File: config.mk
export PLATFORM = sky130hd
export DESIGN_NAME = uart
export DESIGN_NICKNAME = d
export VERILOG_FILES = /design/src/rtl/uart_pkg.sv /design/src/rtl/uart_tick_div.sv /design/src/rtl/uart.sv
export SDC_FILE = /design/constraint.sdc
export NUM_CORES = 1
export LEC_CHECK = 0
export BUFFER_PORTS_ARGS = -buffer_cell sky130_fd_sc_hd__buf_4
export CELL_PAD_IN_SITES_DETAIL_PLACEMENT = 0
export CELL_PAD_IN_SITES_GLOBAL_PLACEMENT = 1
export CORE_MARGIN = 2
export CORE_UTILIZATION = 40
export CTS_CLUSTER_DIAMETER = 80
export CTS_CLUSTER_SIZE = 16
export DETAILED_ROUTE_END_ITERATION = 8
export GPL_TIMING_DRIVEN = 0
export PLACE_DENSITY = 0.74
export SLEW_MARGIN = 20
export SYNTH_ARGS = -nofsm -noshare
export SYNTH_HDL_FRONTEND = slang
export SYNTH_HIERARCHICAL = 1
export SYNTH_SLANG_ARGS = --single-unit
File: constraint.sdc
create_clock -name clk -period 2.85 [get_ports clk]
set_clock_uncertainty 0.2 [all_clocks]
set_input_delay 0.1425 -clock clk [delete_from_list [all_inputs] [get_ports clk]]
set_output_delay 0.1425 -clock clk [all_outputs]
set_load 0.01 [all_outputs]
File: src/rtl/uart_pkg.sv
// rtl/uart_pkg.sv - UART state encodings and bit-timing constants
package uart_pkg;

   typedef enum logic [2:0] {
      RX_IDLE          = 3'd0,
      RX_CHECK_START   = 3'd1,
      RX_READ_BITS     = 3'd2,
      RX_CHECK_STOP    = 3'd3,
      RX_DELAY_RESTART = 3'd4,
      RX_ERROR         = 3'd5,
      RX_RECEIVED      = 3'd6
   } rx_state_t;

   typedef enum logic [1:0] {
      TX_IDLE          = 2'd0,
      TX_SENDING       = 2'd1,
      TX_DELAY_RESTART = 2'd2
   } tx_state_t;

   localparam logic [3:0] TICKS_PER_BIT  = 4'd4;
   localparam logic [3:0] HALF_BIT_TICKS = 4'd2;
   localparam logic [3:0] RESTART_TICKS  = 4'd8;
   localparam logic [3:0] DATA_BITS      = 4'd8;

endpackage

File: src/rtl/uart_tick_div.sv
// rtl/uart_tick_div.sv - restartable oversample tick generator, one tick every CLOCK_DIVIDE clocks
module uart_tick_div #(
   parameter int CLOCK_DIVIDE = 1302
) (
   input  logic clk,
   input  logic rst,
   input  logic restart,
   output logic tick
);

   localparam int W = $clog2(CLOCK_DIVIDE + 1);
   localparam logic [W-1:0] RELOAD = W'(CLOCK_DIVIDE - 1);

   logic [W-1:0] cnt;

   // Restart realigns the first tick to CLOCK_DIVIDE clocks after the restart edge.
   always_ff @(posedge clk) begin
      if (rst || restart || cnt == '0) begin
         cnt <= RELOAD;
      end else begin
         cnt <= cnt - W'(1);
      end
   end

   assign tick = (cnt == '0);

endmodule

File: src/rtl/uart.sv
// rtl/uart.sv - 8N1 UART, independent rx/tx FSMs; UART_STATE_DEBUG_EN exposes live FSM state codes
module uart
   import uart_pkg::*;
#(
   parameter int CLOCK_DIVIDE = 1302
) (
   input  logic       clk,
   input  logic       rst,
   input  logic       rx,
   output logic       tx,
   input  logic       transmit,
   input  logic [7:0] tx_byte,
   output logic       received,
   output logic [7:0] rx_byte,
   output logic       is_receiving,
   output logic       is_transmitting,
   output logic       recv_error,
   output logic [2:0] recv_state,
   output logic [1:0] tx_state
);

   logic rx_meta, rx_sync;

   always_ff @(posedge clk) begin
      if (rst) begin
         rx_meta <= 1'b1;
         rx_sync <= 1'b1;
      end else begin
         rx_meta <= rx;
         rx_sync <= rx_meta;
      end
   end

   logic rx_tick, rx_restart, tx_tick, tx_restart;

   uart_tick_div #(.CLOCK_DIVIDE(CLOCK_DIVIDE)) u_rx_div (
      .clk     (clk),
      .rst     (rst),
      .restart (rx_restart),
      .tick    (rx_tick)
   );

   uart_tick_div #(.CLOCK_DIVIDE(CLOCK_DIVIDE)) u_tx_div (
      .clk     (clk),
      .rst     (rst),
      .restart (tx_restart),
      .tick    (tx_tick)
   );

   rx_state_t  rx_st, rx_st_n;
   logic [3:0] rx_cnt, rx_cnt_n, rx_bits, rx_bits_n;
   logic [7:0] rx_shift, rx_shift_n, rx_byte_q, rx_byte_n;
   logic       rx_expire;

   // Countdown reaches zero on this tick.
   assign rx_expire = rx_tick && (rx_cnt == 4'd1);

   always_ff @(posedge clk) begin
      if (rst) begin
         rx_st     <= RX_IDLE;
         rx_cnt    <= 4'd0;
         rx_bits   <= 4'd0;
         rx_shift  <= 8'h00;
         rx_byte_q <= 8'h00;
      end else begin
         rx_st     <= rx_st_n;
         rx_cnt    <= rx_cnt_n;
         rx_bits   <= rx_bits_n;
         rx_shift  <= rx_shift_n;
         rx_byte_q <= rx_byte_n;
      end
   end

   always_comb begin
      rx_st_n    = rx_st;
      rx_cnt_n   = rx_cnt;
      rx_bits_n  = rx_bits;
      rx_shift_n = rx_shift;
      rx_byte_n  = rx_byte_q;
      rx_restart = 1'b0;
      if (rx_tick && rx_cnt != 4'd0) begin
         rx_cnt_n = rx_cnt - 4'd1;
      end
      case (rx_st)
         RX_IDLE: begin
            if (!rx_sync) begin
               rx_restart = 1'b1;
               rx_cnt_n   = HALF_BIT_TICKS;
               rx_st_n    = RX_CHECK_START;
            end
         end
         RX_CHECK_START: begin
            if (rx_expire) begin
               if (!rx_sync) begin
                  rx_cnt_n  = TICKS_PER_BIT;
                  rx_bits_n = DATA_BITS;
                  rx_st_n   = RX_READ_BITS;
               end else begin
                  rx_st_n = RX_ERROR;
               end
            end
         end
         RX_READ_BITS: begin
            if (rx_expire) begin
               rx_shift_n = {rx_sync, rx_shift[7:1]};
               rx_cnt_n   = TICKS_PER_BIT;
               rx_bits_n  = rx_bits - 4'd1;
               if (rx_bits == 4'd1) begin
                  rx_st_n = RX_CHECK_STOP;
               end
            end
         end
         RX_CHECK_STOP: begin
            if (rx_expire) begin
               if (rx_sync) begin
                  rx_byte_n = rx_shift;
                  rx_st_n   = RX_RECEIVED;
               end else begin
                  rx_st_n = RX_ERROR;
               end
            end
         end
         RX_RECEIVED: begin
            rx_st_n = RX_IDLE;
         end
         RX_ERROR: begin
            rx_cnt_n = RESTART_TICKS;
            rx_st_n  = RX_DELAY_RESTART;
         end
         RX_DELAY_RESTART: begin
            if (rx_expire) begin
               rx_st_n = RX_IDLE;
            end
         end
         default: begin
            rx_st_n = RX_IDLE;
         end
      endcase
   end

   // rx_byte is loaded on entry to RECEIVED so it is valid while received is high.
   assign received     = (rx_st == RX_RECEIVED);
   assign recv_error   = (rx_st == RX_ERROR);
   assign is_receiving = (rx_st != RX_IDLE);
   assign rx_byte      = rx_byte_q;

   tx_state_t  tx_st, tx_st_n;
   logic [3:0] tx_cnt, tx_cnt_n, tx_bits, tx_bits_n;
   logic [7:0] tx_shift, tx_shift_n;
   logic       tx_q, tx_n, tx_expire;

   assign tx_expire = tx_tick && (tx_cnt == 4'd1);

   always_ff @(posedge clk) begin
      if (rst) begin
         tx_st    <= TX_IDLE;
         tx_cnt   <= 4'd0;
         tx_bits  <= 4'd0;
         tx_shift <= 8'h00;
         tx_q     <= 1'b1;
      end else begin
         tx_st    <= tx_st_n;
         tx_cnt   <= tx_cnt_n;
         tx_bits  <= tx_bits_n;
         tx_shift <= tx_shift_n;
         tx_q     <= tx_n;
      end
   end

   always_comb begin
      tx_st_n    = tx_st;
      tx_cnt_n   = tx_cnt;
      tx_bits_n  = tx_bits;
      tx_shift_n = tx_shift;
      tx_n       = tx_q;
      tx_restart = 1'b0;
      if (tx_tick && tx_cnt != 4'd0) begin
         tx_cnt_n = tx_cnt - 4'd1;
      end
      case (tx_st)
         TX_IDLE: begin
            if (transmit) begin
               tx_shift_n = tx_byte;
               tx_n       = 1'b0;
               tx_cnt_n   = TICKS_PER_BIT;
               tx_bits_n  = DATA_BITS;
               tx_restart = 1'b1;
               tx_st_n    = TX_SENDING;
            end
         end
         TX_SENDING: begin
            if (tx_expire) begin
               if (tx_bits != 4'd0) begin
                  tx_n       = tx_shift[0];
                  tx_shift_n = {1'b0, tx_shift[7:1]};
                  tx_cnt_n   = TICKS_PER_BIT;
                  tx_bits_n  = tx_bits - 4'd1;
               end else begin
                  // Stop bit and inter-frame gap share one two-bit-time countdown.
                  tx_n     = 1'b1;
                  tx_cnt_n = RESTART_TICKS;
                  tx_st_n  = TX_DELAY_RESTART;
               end
            end
         end
         TX_DELAY_RESTART: begin
            if (tx_expire) begin
               tx_st_n = TX_IDLE;
            end
         end
         default: begin
            tx_st_n = TX_IDLE;
         end
      endcase
   end

   assign tx              = tx_q;
   assign is_transmitting = (tx_st != TX_IDLE);

`ifdef UART_STATE_DEBUG_EN
   assign recv_state = rx_st;
   assign tx_state   = tx_st;
`else
   assign recv_state = 3'd0;
   assign tx_state   = 2'd0;
`endif

endmodule

### Yosys cells after proc, flatten, opt, wreduce, memory -nomap -nowiden

Cells that the tools add are included.

| storage, ports and cells | value |
|---|---|
| register bits | 70 |
| bits in latches | 0 |
| RAM bits | 0 |
| bits in read-only memories | 0 |
| input bits | 12 |
| output and inout bits | 18 |
| logic and storage cells | 114 |
| memories | 0 |

| cells by class | value |
|---|---|
| add/subtract/negate cells | 6 |
| multipliers | 0 |
| div/mod/pow operators | 0 |
| $lt $le $gt $ge | 0 |
| eq/ne operators | 23 |
| shift-type cells | 0 |
| mux-type cells | 45 |
| bitwise gates (word level) | 0 |
| reduce and logical (&&, ||, !) cells | 26 |

Operators with widths:

| kind | number |
|---|---|
| $mux 4 | 15 |
| $mux 8 | 3 |
| $ne 2x2->1 const B | 12 |
| $pmux 4 s2 | 3 |
| $logic_not 11->1 | 2 |
| $sub 11x1->11 const B | 2 |
| $mux 3 | 7 |
| $pmux 3 s6 | 1 |
| $pmux 4 s4 | 1 |
| $pmux 8 s2 | 1 |
| $sub 4x1->4 const B | 4 |
| $eq 4x1->1 const B | 3 |
| $reduce_and 4->1 | 3 |
| $reduce_bool 4->1 | 3 |
| $mux 2 | 5 |
| $eq 3x3->1 const B | 3 |
| $mux 1 | 7 |
| $eq 3x2->1 const B | 2 |
| $pmux 2 s3 | 1 |
| $reduce_and 3->1 | 2 |
| $reduce_and 6->1 | 1 |
| $reduce_bool 2->1 | 3 |
| $logic_and 1x1->1 | 4 |
| $logic_or 1x1->1 | 4 |
| other kinds (8) | 8 |

### Depth between registers and ports, before layout

Gate-level depths: netlist (run 1).

| depth | value |
|---|---|
| depth in word-level cells | 6 |
| gate-level depth with buffers | 10 |
| gate-level depth less buffers | 8 |

### By module

The synthesis (run 1) kept the hierarchy.

Modules (own cells, without submodules):

| module | times used | cells an instance | area each (um2) | seq. area each (um2) |
|---|---|---|---|---|
| uart | 1 | 280 | 2467.4 | 960.9 |
| uart_tick_div at u_rx_div | 1 | 58 | 543.0 | 220.2 |
| uart_tick_div at u_tx_div | 1 | 52 | 499.2 | 220.2 |

### Least setup slack after synthesis (run 1)

No wires, ideal clock.

| path | value |
|---|---|
| kind | register to register |
| from | reg u_tx_div.cnt[0] |
| to | reg tx_bits[3] |
| setup time | 0.075 ns |
| data arrival time | 2.856 ns |
| required time | 2.575 ns |
| setup slack | -0.281 ns |
| stages on the path, launching flop included | 10 |
| path buffers | 1 |
| period minus slack after synthesis | 3.131 ns |
| cell sequence | dfxtp_1 inv_1 ha_1 or4b_1 buf_2 nor4_1 and4bb_4 mux2i_1 or4_1 a31oi_1 |

| between the ends | value |
|---|---|
| word-level cells in the longest chain between the ends | 4 |

Ends and longest elaborated chain:

| element | RTL line | text |
|---|---|---|
| start, declared | uart_tick_div.sv:14 | `logic [W-1:0] cnt;` |
| start signal, assigned | uart_tick_div.sv:21 | `cnt <= cnt - W'(1);` |
| $logic_not 11->1 | uart_tick_div.sv:25 | `assign tick = (cnt == '0);` |
| net tx_tick | uart.sv:34 | `logic rx_tick, rx_restart, tx_tick, tx_restart;` |
| $logic_and 1x1->1 | uart.sv:152 | `assign tx_expire = tx_tick && (tx_cnt == 4'd1);` |
| $ne 2x2->1 (no source line) | n/a |  |
| $reduce_and 4->1 (no source line) | n/a |  |
| end signal, assigned | uart.sv:164 | `tx_bits <= tx_bits_n;` |
| end, declared | uart.sv:148 | `logic [3:0] tx_cnt, tx_cnt_n, tx_bits, tx_bits_n;` |

The timed path passes the listed nets, and every way through them passes these cells.
A chain may end at the register's enable or synchronous reset.

### Worst setup path in the final report (run 1)

| path | value |
|---|---|
| from | reg u_tx_div.cnt[0] |
| to | reg tx_cnt[3] |

| between the ends | value |
|---|---|
| word-level cells in the longest chain between the ends | 5 |
| elaborated cells on any way between the ends | 7 |
| classes of those cells | 4 x mux; 3 x reduce/logical |

Ends and longest elaborated chain:

| element | RTL line | text |
|---|---|---|
| $logic_not 11->1 * | uart_tick_div.sv:25 |  |
| net tx_tick | uart.sv:34 |  |
| $logic_and 1x1->1 | uart.sv:177 | `if (tx_tick && tx_cnt != 4'd0) begin` |
| $mux 4 | uart.sv:177 |  |
| $mux 4, on equally long branches | uart.sv:192, uart.sv:182 |  |
| $pmux 4 s2 * | uart.sv:180 | `case (tx_st)` |
| end signal, assigned | uart.sv:163 | `tx_cnt <= tx_cnt_n;` |
| end, declared | uart.sv:148 |  |

Mark *: on every way through the listed nets, which the timed path passes. The rest lies on a longest branch.

==> out/qor.csv, run 1 <==
stage,metric,value,unit
yosys,Synth Flop Type,dfxtp_1,
cts,TritonCTS clock tree,done,
grt,first-pass GRT wire length,12.93,mm
cells_and_area,final net count,472,
sta,final-report max-slew violation count,0,
route,Post-Route WL,7.480,mm
sta,Setup WS post-layout,0.09837,ns
placed_design,pre-CTS WS,-0.2901,ns
floorplan,Die W,97.67,um
route,WL per Instance,13.31,um
worst_setup_path,"Cell Chain, Critical Path",inv_1 -> ha_2 -> or4b_4 -> buf_8 -> nor4_4 -> buf_4 -> or4b_4 -> a22o_1 -> o21ai_0 -> a21oi_1,
power_and_ir_drop,Net Switching,0.4990,mW
grt,largest net degree at the start of global routing,13,
route,initial drt markers,80,
cells_and_area,fin util,50.83,%
sta,Worst slew margin,50.84,%
floorplan,Die H,97.67,um
cells_and_area,number of fill cells,860,
yosys,Avg Inst Size Synth,8.999,um2
worst_setup_path,Arrival @ worst endpoint,2.75,ns
power_and_ir_drop,Clock Power Share,44.5,%
outcome,status,"finished, final reports clean",
cts,clk slew on worst S/H paths,0.07,ns
route,antenna-violating nets left,0,
yosys,Seq cells post-synth,70,
yosys,synth top area cells,"dfxtp_1 40%, mux2i_1 5.4%, nor2_1 4.0%",
sta,fin crit period,2.752,ns
yosys,Mapped Cells,390,
cells_and_area,share of cells above drive strength 1,21.81,%
floorplan,row count,34,
route,DRC errors left,0,
worst_setup_path,"CP delay by family, top",simple AND/OR/NAND/NOR gates,
yosys,Post-Syn Area,3510,um2
flow_run,Max Cap Violations,0,
yosys,share of synthesized registers carrying an async set or reset,0,%
grt,gr usage total,16.39,%
sta,final setup fails,0,
route,vias post-DR,2945,
worst_setup_path,CP Buf/Inv Count,3,
yosys,register area share after synthesis,39.93,%
power_and_ir_drop,internal power,1.708,mW
sta,setup total negative slack,0,ns
placed_design,Post-DP HPWL,5.142,mm
cts,worst skew pair latency,0.34,ns
grt,vias in the first global route,2761,
route,drt via density,5.240,
floorplan,total core area,8593,um2
grt,GRT overflow,0,
cells_and_area,Antenna diodes,0,
worst_setup_path,crit start category,flip-flop,
yosys,"EDFF count, synth",0,
yosys,area share of the largest cell type after synthesis,39.93,%
worst_setup_path,worst-path maximum fanout,9,
power_and_ir_drop,power share of the combinational group,8.9,%
worst_setup_path,CP required,2.85,ns
floorplan,Die Area,9539,um2
cts,CTS sink count,70,
power_and_ir_drop,power density of the placed cells,505.2,nW/um2
sta,f_max,0.3634,GHz
floorplan,Initial Util,40.84,%
cts,total CTS buffers,9,
grt,initial antenna violation count,0,
worst_hold_path,Hold Path Class,reg2reg,
sta,Final Hold Fails,0,
cts,Clock Root Buffer,clkbuf_8,
sta,worst slew pin tran,0.7307,ns
power_and_ir_drop,Leak,1.713,nW
yosys,Syn. warnings,6,
worst_setup_path,Worst path slowest cell,or4b_4,
worst_setup_path,CP Class,reg2reg,
placed_design,IO Port Bufs,24,
power_and_ir_drop,Max rail drop VDD,0.2525,mV
sta,"Period Utilization, post-route",96.55,%
cts,H-tree Lvls,3,
worst_setup_path,crit path capture type,flip-flop,
floorplan,IO Pins,30,
placed_design,Final GP Congestion,0.8182,
power_and_ir_drop,Switching Share,22.61,%
cells_and_area,Area Overhead vs Synth,24.46,%
cts,clk buf depth,2,
power_and_ir_drop,sequential share of power,46.6,%
worst_setup_path,most frequent CP cell,or4b_4,
worst_setup_path,"slowest stage delay, CP",0.49,ns
yosys,top cell type by total area after synthesis,dfxtp_1,
sta,RSZ-0062 raised after global routing,no,
route,first-pass iteration count of the detailed router,4,
yosys,Synth cell types,57,
layout by cell type, fill, tap and decap left out, types with 8 or more instances in the layout:
cell            n
a21oi_1        27
buf_2          10
buf_4          36
clkbuf_1        9
clkbuf_8       10
dfxtp_1        69
dlygate4sd3_1  11
ha_1           10
inv_1          22
mux2i_1        18
nand2_1        31
nor2_1         37
nor3_1         11
o21ai_0        12
or3_1           8
power groups by stage:
stage               clock (mW)  combinational [mW]  sequential (mW)
floorplan                    0               0.124             1.04
global placement             0               0.168             1.05
detailed placement           0               0.170             1.05
CTS                       1.02               0.193             1.03
global route              1.06               0.217             1.03
finish                   0.983               0.196             1.03
worst paths after layout:
kind / startpoint / endpoint / slack (ns) / cells past startpoint
worst max-delay path: u_tx_div/cnt[0]$_SDFF_PP1_ / tx_cnt[3]$_SDFF_PP0_ / 0.1 / 10
worst min register to register: u_tx_div/cnt[0]$_SDFF_PP1_ / u_tx_div/cnt[0]$_SDFF_PP1_ / 0.21 / 1
worst max register to register: u_tx_div/cnt[0]$_SDFF_PP1_ / tx_cnt[3]$_SDFF_PP0_ / 0.1 / 10
worst min-delay path: u_tx_div/cnt[0]$_SDFF_PP1_ / u_tx_div/cnt[0]$_SDFF_PP1_ / 0.21 / 1
per-layer routing:
metal  global-route usage [%]  part of all wire, %  up-vias
met4                    5.128                 0.88        0
met5                        0                    0        -
li1                         -                    -     1514
met1                    21.47                   50     1384
met2                    26.68                   46       42
met3                    4.029                  3.2        5
flip-flops by register name, summed over array words and instances, names as in the netlist:
name and count:
rx_cnt 4, tx_bits 4, tx_shift 8, tx 1, rx_shift 8, rx_byte 8
u_tx_div/cnt 11, tx_cnt 4, rx_bits 4, rx_sync 1, rx_meta 1, tx_st 2
rx_st 3, u_rx_div/cnt 11
through the flow:
step	cell area [um2]	cells	total power, mW	hold slack [ns]
finish	4368	562	2.207	0.2149
floorplan	3540	394	1.168	0.04631
CTS	4289	559	2.236	0.2165
global route	4368	562	2.310	0.2295
global placement	3855	526	1.217	0.1472
detailed placement	3855	526	1.220	0.1432
cells by family (layout without fill, tap and decap cells):
group                    Yosys count  in the layout  synth area share (%)
other                              1              5                0.1068
AO/OA/AOI/OAI                     84             84                 18.04
multiplexers                      21             21                 6.060
AND/OR/NAND/NOR                  150            150                 24.14
XOR/XNOR                           6              6                 1.497
buffers and inverters             47            107                 6.310
adder cells (fa/ha/maj)           11             11                 3.922
flip-flops                        70             70                 39.93
layout make-up:
cell class | count | area (um2) | share of cell area, %
Timing Repair Buffer | 44 | 367.9 | 8.422
Buffer | 25 | 150.1 | 3.437
Clock buffer | 11 | 141.4 | 3.237
Multi-Input combinational cell | 277 | 1982 | 45.37
Inverter | 22 | 82.58 | 1.891
Tap cell | 108 | 135.1 | 3.094
Sequential cell | 70 | 1403 | 32.11
Clock inverter | 5 | 106.4 | 2.435
Yosys cell counts, types with 4 or more instances:
cell type and n:
a211oi_1 9, a21oi_1 27, a31oi_1 4, buf_2 9, buf_4 5, clkbuf_1 9
dfxtp_1 70, ha_1 11, inv_1 22, mux2i_1 19, nand2_1 31, nand2b_1 5
nand3_1 5, nand3b_1 4, nor2_1 37, nor3_1 11, nor3b_1 6, nor4_1 8
o21ai_0 12, o31ai_1 7, or2_2 5, or3_1 8, or4_1 6, xnor2_1 6
what timing repair did:
action,CTS,global route
hold buffers,11,0
buffers inserted,5,3
cloned,1,0
gates resized for setup,4,16
endpoints found under the setup margin,38,37
hold endpoints to repair,23,0
pin swaps,2,5
Power figures use the tool's default switching activity.
==> run 2: changes to the inputs <==
Settings changed: PLACE_DENSITY 0.74 to 0.71.
Clock period 2.85 ns to 3.1 ns, I/O delays scaled along.
==> run 2 against run 1 <==
Compared with the run above: fmax decreased by 5.2%; wire length down 2.0%; flip-flop and latch count unchanged; non-clock buffer count shrank 7; critical path depth stayed put; via count fell by 1.1%; core utilization is 1.8 points lower; worst hold slack got worse by 0.19 ns; critical path type unchanged; highest routed layer unchanged.
==> out/qor.csv, run 2 (synthesis results as in run 1) <==
stage,metric,value,unit
sta,f_max,0.3447,GHz
sta,setup total negative slack,0,ns
cells_and_area,Area Overhead vs Synth,20.07,%
flow_run,Max Cap Violations,0,
sta,fin crit period,2.901,ns
floorplan,Initial Util,40.84,%
floorplan,Die W,97.67,um
worst_setup_path,crit path capture type,flip-flop,
cts,worst skew pair latency,0.34,ns
route,antenna-violating nets left,0,
grt,largest net degree at the start of global routing,13,
placed_design,post-placement cell area,3846,um2
grt,GRT overflow,0,
grt,gr usage total,16.31,%
power_and_ir_drop,Clock Power Share,42.8,%
power_and_ir_drop,Net Switching,0.4685,mW
worst_hold_path,Hold Path Class,in2reg,
cells_and_area,area occupied by multi-input gates,1932,um2
sta,final setup fails,0,
cells_and_area,cell area after layout,4214,um2
worst_setup_path,CP Class,reg2reg,
worst_setup_path,CP required,3.17,ns
cells_and_area,most frequent cells in the layout,"70 x dfxtp_1, 37 x nor2_1, 32 x buf_4",
cells_and_area,Largest regs,"u_rx_div/cnt: 11 flops, u_tx_div/cnt: 11 flops",
placed_design,Final GP Congestion,0.7610,
sta,"Period Utilization, post-route",93.59,%
placed_design,placed cells,526,
floorplan,IO Pins,30,
worst_setup_path,crit start category,flip-flop,
power_and_ir_drop,sequential share of power,48.6,%
cts,TritonCTS clock tree,done,
power_and_ir_drop,Max rail drop VDD,0.1829,mV
power_and_ir_drop,internal power,1.477,mW
grt,vias in the first global route,2694,
outcome,status,"finished, final reports clean",
route,initial drt markers,94,
worst_setup_path,worst-path maximum fanout,9,
cts,CTS sink count,70,
cts,clk buf depth,2,
route,drt via density,5.249,
cts,total CTS buffers,9,
sta,Worst slew margin,46.77,%
floorplan,total core area,8593,um2
floorplan,Die Area,9539,um2
cells_and_area,fin util,49.04,%
route,DRC errors left,0,
power_and_ir_drop,power density of the placed cells,461.7,nW/um2
floorplan,Die H,97.67,um
cells_and_area,FF+latch area,1401,um2
cts,Clock Root Buffer,clkbuf_8,
sta,worst slew pin tran,0.7912,ns
route,WL per Instance,13.20,um
route,Post-Route WL,7.328,mm
cts,clk slew on worst S/H paths,0.08,ns
floorplan,row count,34,
sta,final-report max-slew violation count,0,
worst_setup_path,Arrival @ worst endpoint,2.97,ns
grt,first-pass GRT wire length,12.91,mm
grt,initial antenna violation count,0,
cells_and_area,Final Non-Filler Cells,555,
cells_and_area,"most common cell after layout, fill and taps aside",dfxtp_1,
worst_hold_path,worst hold path cell count,3,
cells_and_area,number of fill cells,873,
route,first-pass iteration count of the detailed router,4,
power_and_ir_drop,total power,1.945,mW
placed_design,Post-DP HPWL,5.147,mm
power_and_ir_drop,Leak,1.659,nW
placed_design,IO Port Bufs,24,
cells_and_area,final net count,465,
sta,Final Hold Fails,0,
sta,RSZ-0062 raised after global routing,no,
cells_and_area,Antenna diodes,0,
worst_setup_path,worst r2r path cells,10,
power_and_ir_drop,power share of the combinational group,8.6,%
cts,H-tree Lvls,3,
power_and_ir_drop,Switching Share,24.08,%
route,vias post-DR,2913,
cells_and_area,share of cells above drive strength 1,18.57,%
-- run 2: changes by cell type in the layout (fill, tap and decap cells not counted), moves of 2 or more --
| cell | change |
|---|---|
| buf_4 | -4 |
| clkinv_2 | +3 |
| a211oi_1 | +2 |
| nor4_1 | +2 |
| nor4_2 | -2 |
| or4b_1 | +2 |
| or4b_4 | -2 |
-- run 2: critical path, stage by stage (launching register included) --
cell	delay, ns
dfxtp_1	0.33
inv_1	0.06
ha_1	0.19
or4b_1	0.44
buf_2	0.20
nor4_4	0.13
buf_4	0.18
and4bb_4	0.27
mux2i_1	0.14
or4_1	0.51
a31oi_1	0.16
-- run 2: final timing paths --
| kind | from | to | slack [ns] |
|---|---|---|---|
| worst max-delay path | u_tx_div/cnt[0]$_SDFF_PP1_ | tx_bits[3]$_SDFFE_PP0P_ | 0.20 |
| worst min-delay path | tx_byte[5] | tx_shift[5]$_SDFFE_PP0P_ | 0.03 |
| worst max register to register | u_tx_div/cnt[0]$_SDFF_PP1_ | tx_bits[3]$_SDFFE_PP0P_ | 0.20 |
| worst min register to register | u_tx_div/cnt[0]$_SDFF_PP1_ | u_tx_div/cnt[0]$_SDFF_PP1_ | 0.21 |
-- run 2: final cells by class --
type,instances,share of cell area (%)
plain buffers,25,3.296
clock inverters,6,1.989
repair buffers,37,7.185
inverters,22,1.960
well taps,108,3.207
clock buffers,10,3.266
multi-input cells,277,45.84
flip-flops and latches,70,33.25
-- run 2: metal layers --
layer	global-route usage (%)	routed length [um]
met5	0	0
met3	2.590	220
met4	6.731	115
met2	24.83	3250
met1	22.97	3741
-- run 2: timing repair --
item,in CTS,in global routing
setup endpoints to repair,12,9
hold buffers,10,0
pin swaps,1,1
gates resized for setup,2,1
hold endpoints to repair,17,0
setup buffers,2,1
cloned,0,0
-- run 2: power by group through the flow --
stage / Sequential, mW / Combinational, mW / Clock (mW)
2_1_floorplan: 0.960 / 0.114 / 0
3_3_place_gp: 0.965 / 0.154 / 0
3_5_place_dp: 0.966 / 0.156 / 0
4_1_cts: 0.945 / 0.169 / 0.863
5_1_grt: 0.949 / 0.190 / 0.895
6_report: 0.945 / 0.167 / 0.833
-- run 2: through the flow --
stage	hold slack (ns)	setup WS [ns]
floorplan	0.05881	0.1975
global placement	0.1600	-0.1579
detailed placement	0.1627	-0.1864
CTS	0.01997	0.05775
global route	0.06225	0.005494
finish	0.02771	0.1988
